<file path="src/rtl/rv32i_types.sv">
// Shared RV32I pipeline types: NOP encoding, fetch FSM states and a saturating counter helper.
package rv32i_types;

  localparam logic [31:0] NOP_INSTR = 32'h0000_0013;

  typedef enum logic [1:0] {
    FETCH   = 2'd0,
    HOLD    = 2'd1,
    DISCARD = 2'd2
  } fetch_state_t;

  function automatic logic [31:0] sat_inc(input logic [31:0] value);
    return (&value) ? value : value + 32'd1;
  endfunction

endpackage

</file>
<file path="src/rtl/if_id_reg.sv">
// IF/ID pipeline register holding {pc, instr, valid}; a flush beats a simultaneous load.
module if_id_reg
  import rv32i_types::*;
#(
  parameter int WIDTH = 32
) (
  input  logic             clk,
  input  logic             rst,
  input  logic             load,
  input  logic             flush,
  input  logic [WIDTH-1:0] next_pc,
  input  logic [WIDTH-1:0] next_instr,
  input  logic             next_valid,
  output logic [WIDTH-1:0] pc,
  output logic [WIDTH-1:0] instr,
  output logic             valid
);

  always_ff @(posedge clk or negedge rst) begin
    if (!rst) begin
      pc    <= '0;
      instr <= WIDTH'(NOP_INSTR);
      valid <= 1'b0;
    end else if (flush) begin
      instr <= WIDTH'(NOP_INSTR);
      valid <= 1'b0;
    end else if (load) begin
      pc    <= next_pc;
      instr <= next_instr;
      valid <= next_valid;
    end
  end

endmodule

</file>
<file path="src/rtl/if_fetch_stage.sv">
// RV32I IF stage: PC, imem request FSM and IF/ID register.
// Optional perf counters (bubbles, dropped responses) are enabled by defining IF_FETCH_PERF_EN.
module if_fetch_stage
  import rv32i_types::*;
#(
  parameter int               WIDTH    = 32,
  parameter logic [WIDTH-1:0] RESET_PC = WIDTH'(32'h0000_0060)
) (
  input  logic             clk,
  input  logic             rst,
  output logic [WIDTH-1:0] imem_address_o,
  output logic             imem_read_o,
  input  logic [WIDTH-1:0] imem_rdata_i,
  input  logic             imem_resp_i,
  input  logic             IF_HD_PC_write_i,
  input  logic             IF_ID_HD_write_i,
  input  logic             EX_br_en_i,
  input  logic [WIDTH-1:0] EX_br_target_i,
  output logic [WIDTH-1:0] ID_pc_o,
  output logic [WIDTH-1:0] ID_instr_o,
  output logic             ID_valid_o
`ifdef IF_FETCH_PERF_EN
  ,
  output logic [31:0]      perf_bubble_o,
  output logic [31:0]      perf_discard_o
`endif
);

  fetch_state_t     state, state_next;
  logic [WIDTH-1:0] pc, pc_next, hold_q, hold_next, redir_q, redir_next;
  logic             id_load, id_flush, id_valid_in;
  logic [WIDTH-1:0] id_instr_in;

  assign imem_address_o = {pc[WIDTH-1:2], 2'b00};
  assign imem_read_o    = rst && (state != HOLD);

  // Redirect always outranks the hazard stall; the old fetch address is kept until its response arrives.
  always_comb begin
    state_next  = state;
    pc_next     = pc;
    hold_next   = hold_q;
    redir_next  = redir_q;
    id_load     = 1'b0;
    id_flush    = 1'b0;
    id_valid_in = 1'b1;
    id_instr_in = imem_rdata_i;
    case (state)
      FETCH: begin
        if (imem_resp_i) begin
          if (EX_br_en_i) begin
            id_flush = 1'b1;
            pc_next  = EX_br_target_i;
          end else if (IF_ID_HD_write_i) begin
            id_load = 1'b1;
            if (IF_HD_PC_write_i) pc_next = pc + WIDTH'(4);
          end else begin
            hold_next  = imem_rdata_i;
            state_next = HOLD;
          end
        end else if (EX_br_en_i) begin
          id_flush   = 1'b1;
          redir_next = EX_br_target_i;
          state_next = DISCARD;
        end else if (IF_ID_HD_write_i) begin
          id_load     = 1'b1;
          id_valid_in = 1'b0;
          id_instr_in = WIDTH'(NOP_INSTR);
        end
      end
      HOLD: begin
        if (EX_br_en_i) begin
          id_flush   = 1'b1;
          pc_next    = EX_br_target_i;
          state_next = FETCH;
        end else if (IF_ID_HD_write_i) begin
          id_load     = 1'b1;
          id_instr_in = hold_q;
          pc_next     = pc + WIDTH'(4);
          state_next  = FETCH;
        end
      end
      DISCARD: begin
        if (EX_br_en_i) begin
          id_flush   = 1'b1;
          redir_next = EX_br_target_i;
        end
        if (imem_resp_i) begin
          pc_next    = EX_br_en_i ? EX_br_target_i : redir_q;
          state_next = FETCH;
        end
      end
      default: state_next = FETCH;
    endcase
  end

  always_ff @(posedge clk or negedge rst) begin
    if (!rst) begin
      state   <= FETCH;
      pc      <= RESET_PC;
      hold_q  <= '0;
      redir_q <= '0;
    end else begin
      state   <= state_next;
      pc      <= pc_next;
      hold_q  <= hold_next;
      redir_q <= redir_next;
    end
  end

  if_id_reg #(.WIDTH(WIDTH)) u_if_id (
    .clk        (clk),
    .rst        (rst),
    .load       (id_load),
    .flush      (id_flush),
    .next_pc    (pc),
    .next_instr (id_instr_in),
    .next_valid (id_valid_in),
    .pc         (ID_pc_o),
    .instr      (ID_instr_o),
    .valid      (ID_valid_o)
  );

`ifdef IF_FETCH_PERF_EN
  logic bubble_evt, discard_evt;

  assign bubble_evt  = (state == FETCH) && !imem_resp_i && !EX_br_en_i && IF_ID_HD_write_i;
  assign discard_evt = ((state == FETCH) && imem_resp_i && EX_br_en_i) ||
                       ((state == DISCARD) && imem_resp_i) ||
                       ((state == HOLD) && EX_br_en_i);

  always_ff @(posedge clk or negedge rst) begin
    if (!rst) begin
      perf_bubble_o  <= '0;
      perf_discard_o <= '0;
    end else begin
      if (bubble_evt)  perf_bubble_o  <= sat_inc(perf_bubble_o);
      if (discard_evt) perf_discard_o <= sat_inc(perf_discard_o);
    end
  end
`endif

endmodule
</file>
<file path="config.mk">
export PLATFORM = sky130hd
export DESIGN_NAME = if_fetch_stage
export DESIGN_NICKNAME = d
export VERILOG_FILES = /design/src/rtl/rv32i_types.sv /design/src/rtl/if_id_reg.sv /design/src/rtl/if_fetch_stage.sv
export SDC_FILE = /design/constraint.sdc
export NUM_CORES = 1
export LEC_CHECK = 0
export CAP_MARGIN = 20
export CELL_PAD_IN_SITES_DETAIL_PLACEMENT = 0
export CELL_PAD_IN_SITES_GLOBAL_PLACEMENT = 2
export CORE_UTILIZATION = 33
export CTS_CLUSTER_DIAMETER = 80
export DETAILED_ROUTE_END_ITERATION = 12
export GPL_ROUTABILITY_DRIVEN = 1
export PLACE_DENSITY = 0.79
export SYNTH_ARGS = -nofsm -noshare
export SYNTH_HDL_FRONTEND = slang
export SYNTH_HIERARCHICAL = 1
export SYNTH_SLANG_ARGS = --single-unit
</file>
<file path="constraint.sdc">
create_clock -name clk -period 2.63 [get_ports clk]
set_input_delay 0.263 -clock clk [delete_from_list [all_inputs] [get_ports clk]]
set_output_delay 0.263 -clock clk [all_outputs]
set_load 0.02 [all_outputs]
</file>
==> metrics.txt, run 1 <==
CP max FO 8; Pwr Density ~780 nW/um2; fmax 437.9 MHz; synth top area cells dfrtp_1 (49%), mux2_2 (9.1%), mux2_4 (5.6%); crit path kind flip-flop to output port; share of layout cells above drive strength 1 0.2115; synth unique cells 56; Avg WL per Cell 17.94 um; Die Span X ~160 um; First-pass DRT Iterations 7; GPL Wtd Cong 0.7396; vias post-DR 5955; via/cell ratio 5.008; Final Max Slew Viols 0; placement-stage cell area 9951 um2; Rows 56; top cell type's share of synthesized area 0.4889; initial antenna violation count 0; RSZ-0062 raised after global routing no; Initial Utilization 0.3404; clk slew on worst S/H paths 60 ps; die area 25130 um2; I/O pin count around 170; Cell Chain, Critical Path inv_1 -> a21boi_0 -> clkdlybuf4s50_1; Post-synth EDFFs 0; first-pass GRT wire length 33950 um; final antenna-violating net count 0; max incr delay on CP ~670 ps; status finished, final reports clean; Synth async-reset ratio 1.000; fillers about 2300; CP startpoint kind flip-flop; crit end category output port; Slew HR 0.3852; synthesized area 8087 um2; Req. time, crit path roughly 2400 ps; CTS tree yes; largest net degree at the start of global routing 71; post-synthesis register bit count ~160; CP bufs+invs 2; CP top delay family buffers and inverters; dpl hpwl 14240 um; Cells after Synth between 700 and 800; number of global-route vias before repair around 5900; Die Ht about 160 um; Total GRT Usage 0.1791; CP max-delay cell clkdlybuf4s50_1; cell accounting for the most synthesized area dfrtp_1; Main synth FF type dfrtp_1; Max Clock Skew between 10 and 15 ps; final worst path period share 0.8683; CTS root buffer clkbuf_16; setup violators final 0; Post-route DRC 0; CTS Buffer Depth 2; Synth Warn # 6; Least-Margin Pin Slew 922.2 ps; clk sinks 163; register area share after synthesis 0.5052; Lkg Pwr about 4.4 nW; Design Power 8.250 mW; H-tree Lvls 4; Ant. Diodes 0; total gr overflow 0; Nets 928; synthesized area per cell 11.25 um2; Peak VDD IR around 0.35 mV; hold_ws about 250 ps; post-route cell area 10560 um2; min-delay worst type input port to flip-flop; Final Hold Vio Count 0; Core Area 23750 um2; final wirelength 21330 um; Data arrival, critical path 2020 ps; max cap viols 0; DRT iter0 DRCs 318; Num CTS Buffers 17; Period minus WS final 2284 ps; buffers added on ports between 150 and 200; Clock Latency Late Sink 440 ps; Area growth syn-to-layout 30.53%; Final TNS setup 0 ps
## placed cells by master (no fill, tap or decap), types with 28 or more instances in the layout
cell and count:
clkdlybuf4s50_1 163, o21ai_0 54, mux2i_1 33, a21oi_1 28, nor2_1 47, mux2_4 30, dfrtp_1 158, nand2_1 54
a22o_1 31, buf_4 34, mux2_2 65
## layout make-up
class | count | area [um2] | area share
flip-flops and latches | 163 | 4085 | 0.3870
well taps | 319 | 399.1 | 0.03781
inverters | 11 | 41.29 | 0.003912
clock inverters | 15 | 168.9 | 0.01600
clock buffers | 17 | 425.4 | 0.04030
repair buffers | 202 | 1953 | 0.1850
multi-input cells | 462 | 3482 | 0.3299
## flip-flops by register name, indices dropped and copies added (netlist names)
| name | count |
|---|---|
| pc | 32 |
| u_if_id/pc | 32 |
| redir_q | 32 |
| u_if_id/valid | 1 |
| u_if_id/instr | 32 |
| hold_q | 32 |
| state | 2 |
## report_power, final
group / switching, mW / internal [mW]
clock network: 1.20 / 1.27
logic: 1.09 / 1.27
registers: 0.382 / 3.04
## stage by stage
stage | utilization | instances | worst slack [ps]
finish | 0.4444 | 1189 | 346.3
global route | 0.4444 | 1189 | 207.9
CTS | 0.4444 | 1189 | 323.6
detailed placement | 0.4189 | 1156 | 401.4
global placement | 0.4189 | 1156 | 433.4
floorplan | - | 720 | 749.5
## Yosys cell counts, types with 2 or more instances
cell and count:
o21ai_1 2, a211o_1 3, a221oi_1 2, inv_1 11
o22ai_1 5, buf_1 2, o31a_1 5, o21ai_0 55
nor2_1 47, nor2b_1 4, buf_2 22, a21oi_1 29
nand4_1 6, buf_4 32, and3_1 17, dfstp_2 5
nor4_1 3, o211ai_1 4, clkbuf_1 23, nand2b_1 2
a31oi_1 10, a22o_1 31, and2_1 2, o311ai_0 4
nor3_1 7, a41oi_1 6, dfrtp_1 158, nand3_1 12
mux2_4 30, mux2_2 65, mux2i_1 33, nand2_1 54
buf_6 5
## routing by layer
metal / global-route usage / part of all wire
met1: 0.2531 / 0.49
met2: 0.2736 / 0.46
met3: 0.03402 / 0.042
met4: 0.05998 / 0.0078
met5: 0 / 0
## worst reg2reg max path: stages, from the launching register on
cell and delay, ps:
dfstp_2 630, nand4_1 260, nor4_1 520, nand2_1 180
o41a_1 340, o21ai_1 120
## final timing paths
path	from	to	slack (ps)	cells past startpoint
worst min register to register	redir_q[29]	redir_q[29]	500	1
worst max register to register	pc[6]	pc[28]	530	5
max in group asynchronous	rst	pc[31]	1170	3
worst max-delay path	state[1]	imem_read_o	350	3
min in group asynchronous	rst	u_if_id/pc[13]	260	2
worst min-delay path	EX_br_en_i	state[1]	250	3
## what timing repair did
action	4_1_cts	5_1_grt
buffers inserted	0	0
gates resized for setup	0	0
hold endpoints to repair	24	0
hold buffers	1	0
## logic make-up (layout without fill, tap and decap cells)
family	Yosys count	in the layout	share of synthesized area
AO/OA/AOI/OAI	166	166	0.1377
adder cells (fa/ha/maj)	1	1	0.001547
buffers and inverters	95	245	0.06700
flip-flops	163	163	0.5052
multiplexers	129	129	0.1885
other	1	2	0.0004637
AND/OR/NAND/NOR	164	164	0.09964
No activity file was read; power rests on OpenSTA's default activity.
==> run 2, diff against run 1 <==
- CORE_UTILIZATION: 33 -> 30
- PLACE_DENSITY: 0.79 -> 0.73
- SLEW_MARGIN: default -> 20
==> run 2 against run 1 <==
Effect of this change: total power up 0.79%; non-clock buffer count up 2; the flow now finishes with violations (DRC); utilization down 4.0 points.
==> metrics.txt, run 2 (same netlist as run 1, synthesis figures left out) <==
status finished, violations left; failing checks DRC; min-delay worst type input port to flip-flop; first-pass GRT wire length 35590 um; Peak VDD IR 0.3868 mV; Die Ht 166.2 um; H-tree Lvls 4; First-pass DRT Iterations 9; Data arrival, critical path a little over 2000 ps; most frequent cells in the layout clkdlybuf4s50_1 (163), dfrtp_1 (158), mux2_2 (65), nand2_1 (54), o21ai_0 (54); post_cts resized 0; Lkg Pwr roughly 4.5 nW; most common cell after layout, fill and taps aside clkdlybuf4s50_1; post-route cell area 10620 um2; Cell Chain, Critical Path inv_1 -> a21boi_0 -> clkdlybuf4s50_1; final wirelength 22790 um; Final Max Slew Viols 0; Final Hold Vio Count 0; CTS tree yes; initial antenna violation count 0; fillers approximately 2600; CP bufs+invs 2; clk slew on worst S/H paths 70 ps; Core Area 26280 um2; buffers added on ports approximately 170; Final TNS setup 0 ps; die area between 20000 and 30000 um2; Pwr Density 782.9 nW/um2; Area growth syn-to-layout 31.33%; Rows slightly below 60; Clock Latency Late Sink 430 ps; crit path kind flip-flop to output port; max incr delay on CP 650 ps; Die Span X ~170 um; Num CTS Buffers 17; number of global-route vias before repair roughly 5800; CP max-delay cell clkdlybuf4s50_1; final worst path period share 0.8801; placement-stage cell area 10020 um2; GPL Wtd Cong approximately 0.74; Nets 930; Period minus WS final 2315 ps; fmax ~430 MHz; CTS Buffer Depth 2; Avg WL per Cell roughly 19 um; # Post-CTS Setup Buffers 0; share of layout cells above drive strength 1 0.2133; Ant. Diodes 0; Total GRT Usage 0.1678; Slew HR 0.5259; Initial Utilization 0.3077; Post-route DRC 14; Req. time, crit path 2370 ps; max cap viols 0; total gr overflow 0; Least-Margin Pin Slew 711.2 ps; setup violators final 0; via/cell ratio 5.000; final antenna-violating net count 0; RSZ-0062 raised after global routing no; I/O pin count 168; Design Power roughly 8.3 mW; DRT iter0 DRCs 331; CTS root buffer clkbuf_16; non-filler instance count after layout 1207; CP max FO 8; clk sinks 163; Max Clock Skew about 13 ps; crit end category output port; dpl hpwl 15560 um; largest net degree at the start of global routing 110; dpl cells 1174; CP startpoint kind flip-flop; CP top delay family buffers and inverters; vias post-DR approximately 6000
run 2: cell types whose count changed in the layout (fill, tap and decap cells not counted), sizes merged:
cell,change
inv,+1
clkinvlp,-2
clkinv,+1
buf,+2
run 2: area by class of cell:
cell class | count | area, um2 | area share
tap | 335 | 419.2 | 0.03947
sequential | 163 | 4085 | 0.3847
inverter | 11 | 41.29 | 0.003888
clock inverter | 15 | 166.4 | 0.01567
multi-input combinational | 462 | 3490 | 0.3286
clock buffer | 17 | 425.4 | 0.04006
timing repair buffer | 204 | 1993 | 0.1877
run 2: power by group:
group / switching, mW / leakage, nW / internal [mW] / total [mW]
clock network: 1.21 / 0.282 / 1.27 / 2.48
logic: 1.12 / 2.17 / 1.27 / 2.38
registers: 0.406 / 2.01 / 3.04 / 3.45
run 2: metrics by stage:
stage / utilization / setup slack, ps / hold slack [ps]
floorplan: - / 749.5 / -32.59
global placement: 0.3812 / 383.2 / 474.4
detailed placement: 0.3812 / 304.1 / 481.1
CTS: 0.4037 / 271.3 / 6.211
global route: 0.4041 / 185.1 / 300.2
finish: 0.4041 / 315.3 / 275.2
run 2: worst min-delay path: stages:
cell and delay, ps:
buf_2 180, a21oi_1 150, a21oi_1 70
run 2: what timing repair did:
item,CTS,global route
endpoints found under the hold margin,0,15
hold buffers,0,1
endpoints found under the setup margin,0,0
run 2: final timing paths:
check / startpoint / end / slack [ps] / cells after the start
setup / recovery: state[1] / imem_read_o / 320 / 3
setup reg to reg: state[1] / pc[16] / 420 / 6
hold reg to reg: redir_q[26] / redir_q[26] / 500 / 1
max in group asynchronous: rst / u_if_id/instr[2] / 1540 / 3
hold / removal: EX_br_en_i / pc[0] / 280 / 3
min in group asynchronous: rst / hold_q[11] / 520 / 3
run 2: layer usage:
layer  global-route usage  share of wire  up-vias
met5                    0              0        -
li1                     -              -     2849
met4              0.03738         0.0069        0
met2               0.2394           0.43      149
met1               0.2555           0.52     3027
met3              0.03622          0.044       10
==> run 3, diff against run 2 <==
==> constraint.sdc (replaced) <==
create_clock -name clk -period 2.63 [get_ports clk]
set_input_delay 0.526 -clock clk [delete_from_list [all_inputs] [get_ports clk]]
set_output_delay 0.526 -clock clk [all_outputs]
set_load 0.02 [all_outputs]
==> run 3 against run 2 <==
Effect of this change: the run still ends with DRC left; largest cell class unchanged; sequential share of layout area about the same; largest power group unchanged; combinational power about the same; global-route usage down 0.075 points.
==> metrics.txt, run 3 (same netlist as run 1, synthesis figures left out) <==
status finished, violations left; failing checks DRC; final antenna-violating net count 0; Cell Chain, Critical Path a21boi_0 -> clkdlybuf4s50_1; switching power 2.732 mW; CP bufs+invs 1; crit path kind flip-flop to output port; Crit. path cell count 2; clk sinks 163; largest net degree at the start of global routing between 60 and 70; Post-route DRC 12; R2R Path Start pc[3]; setup violators final 0; Post-CTS Hold Fix Bufs 1; switching part of the total 0.3286; Pwr Density ~800 nW/um2; Avg WL per Cell roughly 19 um; CP max FO 6; Flop pwr share 0.415; final worst path period share 0.8730; clk slew on worst S/H paths ~70 ps; R2R depth 6; Final TNS setup 0 ps; H-tree Lvls 4; Max Clock Skew between 10 and 15 ps; CTS root buffer clkbuf_16; Initial Utilization 0.3077; Lkg Pwr 4.454 nW; share of layout cells above drive strength 1 0.2106; min-delay worst type input port to async pin; CP startpoint kind flip-flop; Num CTS Buffers 17; buffers added on ports 165; placement-stage cell area 10020 um2; initial antenna violation count 0; Total GRT Usage 0.1670; vias post-DR 6075; via/cell ratio around 5; crit end category output port; Core Area 26280 um2; Pint 5.582 mW; Data arrival, critical path 1770 ps; clock power share 0.299; fillers roughly 2500; Nets 927; RSZ-0062 raised after global routing no; CP max-delay cell clkdlybuf4s50_1; Die Span X approximately 170 um; Ant. Diodes 0; CTS Buffer Depth 2; die area 27620 um2; post-route cell area 10610 um2; worst reg2reg setup slack 430 ps; # Post-CTS Setup Buffers 0; max incr delay on CP 670 ps; first-pass GRT wire length 35510 um; combinational power share 0.286; Design Power 8.314 mW; Final Hold Vio Count 0; dpl hpwl 15490 um; max cap viols 0; CTS tree yes; total gr overflow 0; FF-to-FF End pc[28]; Least-Margin Pin Slew 896.7 ps; Area growth syn-to-layout 31.24%; DRT iter0 DRCs 396; First-pass DRT Iterations 10; most common cell after layout, fill and taps aside clkdlybuf4s50_1; critical path endpoint imem_read_o; number of global-route vias before repair between 5000 and 6000; CP top delay family buffers and inverters; Final Max Slew Viols 0; Crit. Startpoint state[0]; post_cts resized 0; Peak VDD IR 0.3317 mV; Rows roughly 60; GPL Wtd Cong 0.7359; most frequent cells in the layout clkdlybuf4s50_1 (163), dfrtp_1 (158), mux2_2 (65), nand2_1 (54), o21ai_0 (54); fmax about 440 MHz; Die Ht 166.2 um; Req. time, crit path about 2100 ps; I/O pin count 168; Clock Latency Late Sink between 400 and 500 ps; final wirelength 22690 um; Slew HR 0.4022; Period minus WS final ~2300 ps
==> run 3: worst min path at each step <==
stage	to	slack, ps	start	cells past startpoint
finish	u_if_id/instr[9]	300	rst	2
global route	hold_q[5]	350	rst	2
CTS	hold_q[9]	320	rst	2
detailed placement	u_if_id/pc[14]	330	rst	1
global placement	u_if_id/pc[14]	330	rst	1
floorplan	hold_q[0]	230	rst	0
==> run 3: stage by stage <==
| stage | hold slack [ps] | utilization | setup WS (ps) | std cells |
|---|---|---|---|---|
| 3_3_place_gp | 328.3 | 0.3813 | 168.6 | 1171 |
| 5_1_grt | 351.6 | 0.4038 | 227.8 | 1204 |
| 6_report | 302.9 | 0.4038 | 333.9 | 1204 |
| 2_1_floorplan | 230.4 | - | 707.9 | 720 |
| 4_1_cts | 322.1 | 0.4038 | 268.0 | 1204 |
| 3_5_place_dp | 326.7 | 0.3813 | 155.9 | 1171 |
==> run 3: per-layer routing <==
| metal | global-route usage | vias to the layer above | part of all wire |
|---|---|---|---|
| li1 | - | 2842 | - |
| met1 | 0.2557 | 3042 | 0.51 |
| met2 | 0.2392 | 180 | 0.44 |
| met3 | 0.02717 | 11 | 0.041 |
| met4 | 0.04673 | 0 | 0.0087 |
| met5 | 0 | - | 0 |
==> run 3: power by group through the flow <==
| stage | logic (mW) | registers [mW] | clock network [mW] |
|---|---|---|---|
| 6_report | 2.38 | 3.45 | 2.49 |
| 2_1_floorplan | 1.18 | 3.65 | 0 |
| 5_1_grt | 2.53 | 3.53 | 2.66 |
| 3_3_place_gp | 2.37 | 3.49 | 0 |
| 3_5_place_dp | 2.40 | 3.50 | 0 |
| 4_1_cts | 2.40 | 3.46 | 2.56 |
==> run 3: cell type report <==
class,count,area (um2),area share
repair buffers,201,1996,0.1880
clock buffers,17,425.4,0.04008
flip-flops and latches,163,4085,0.3849
multi-input cells,462,3490,0.3288
clock inverters,15,156.4,0.01474
inverters,11,41.29,0.003891
well taps,335,419.2,0.03950
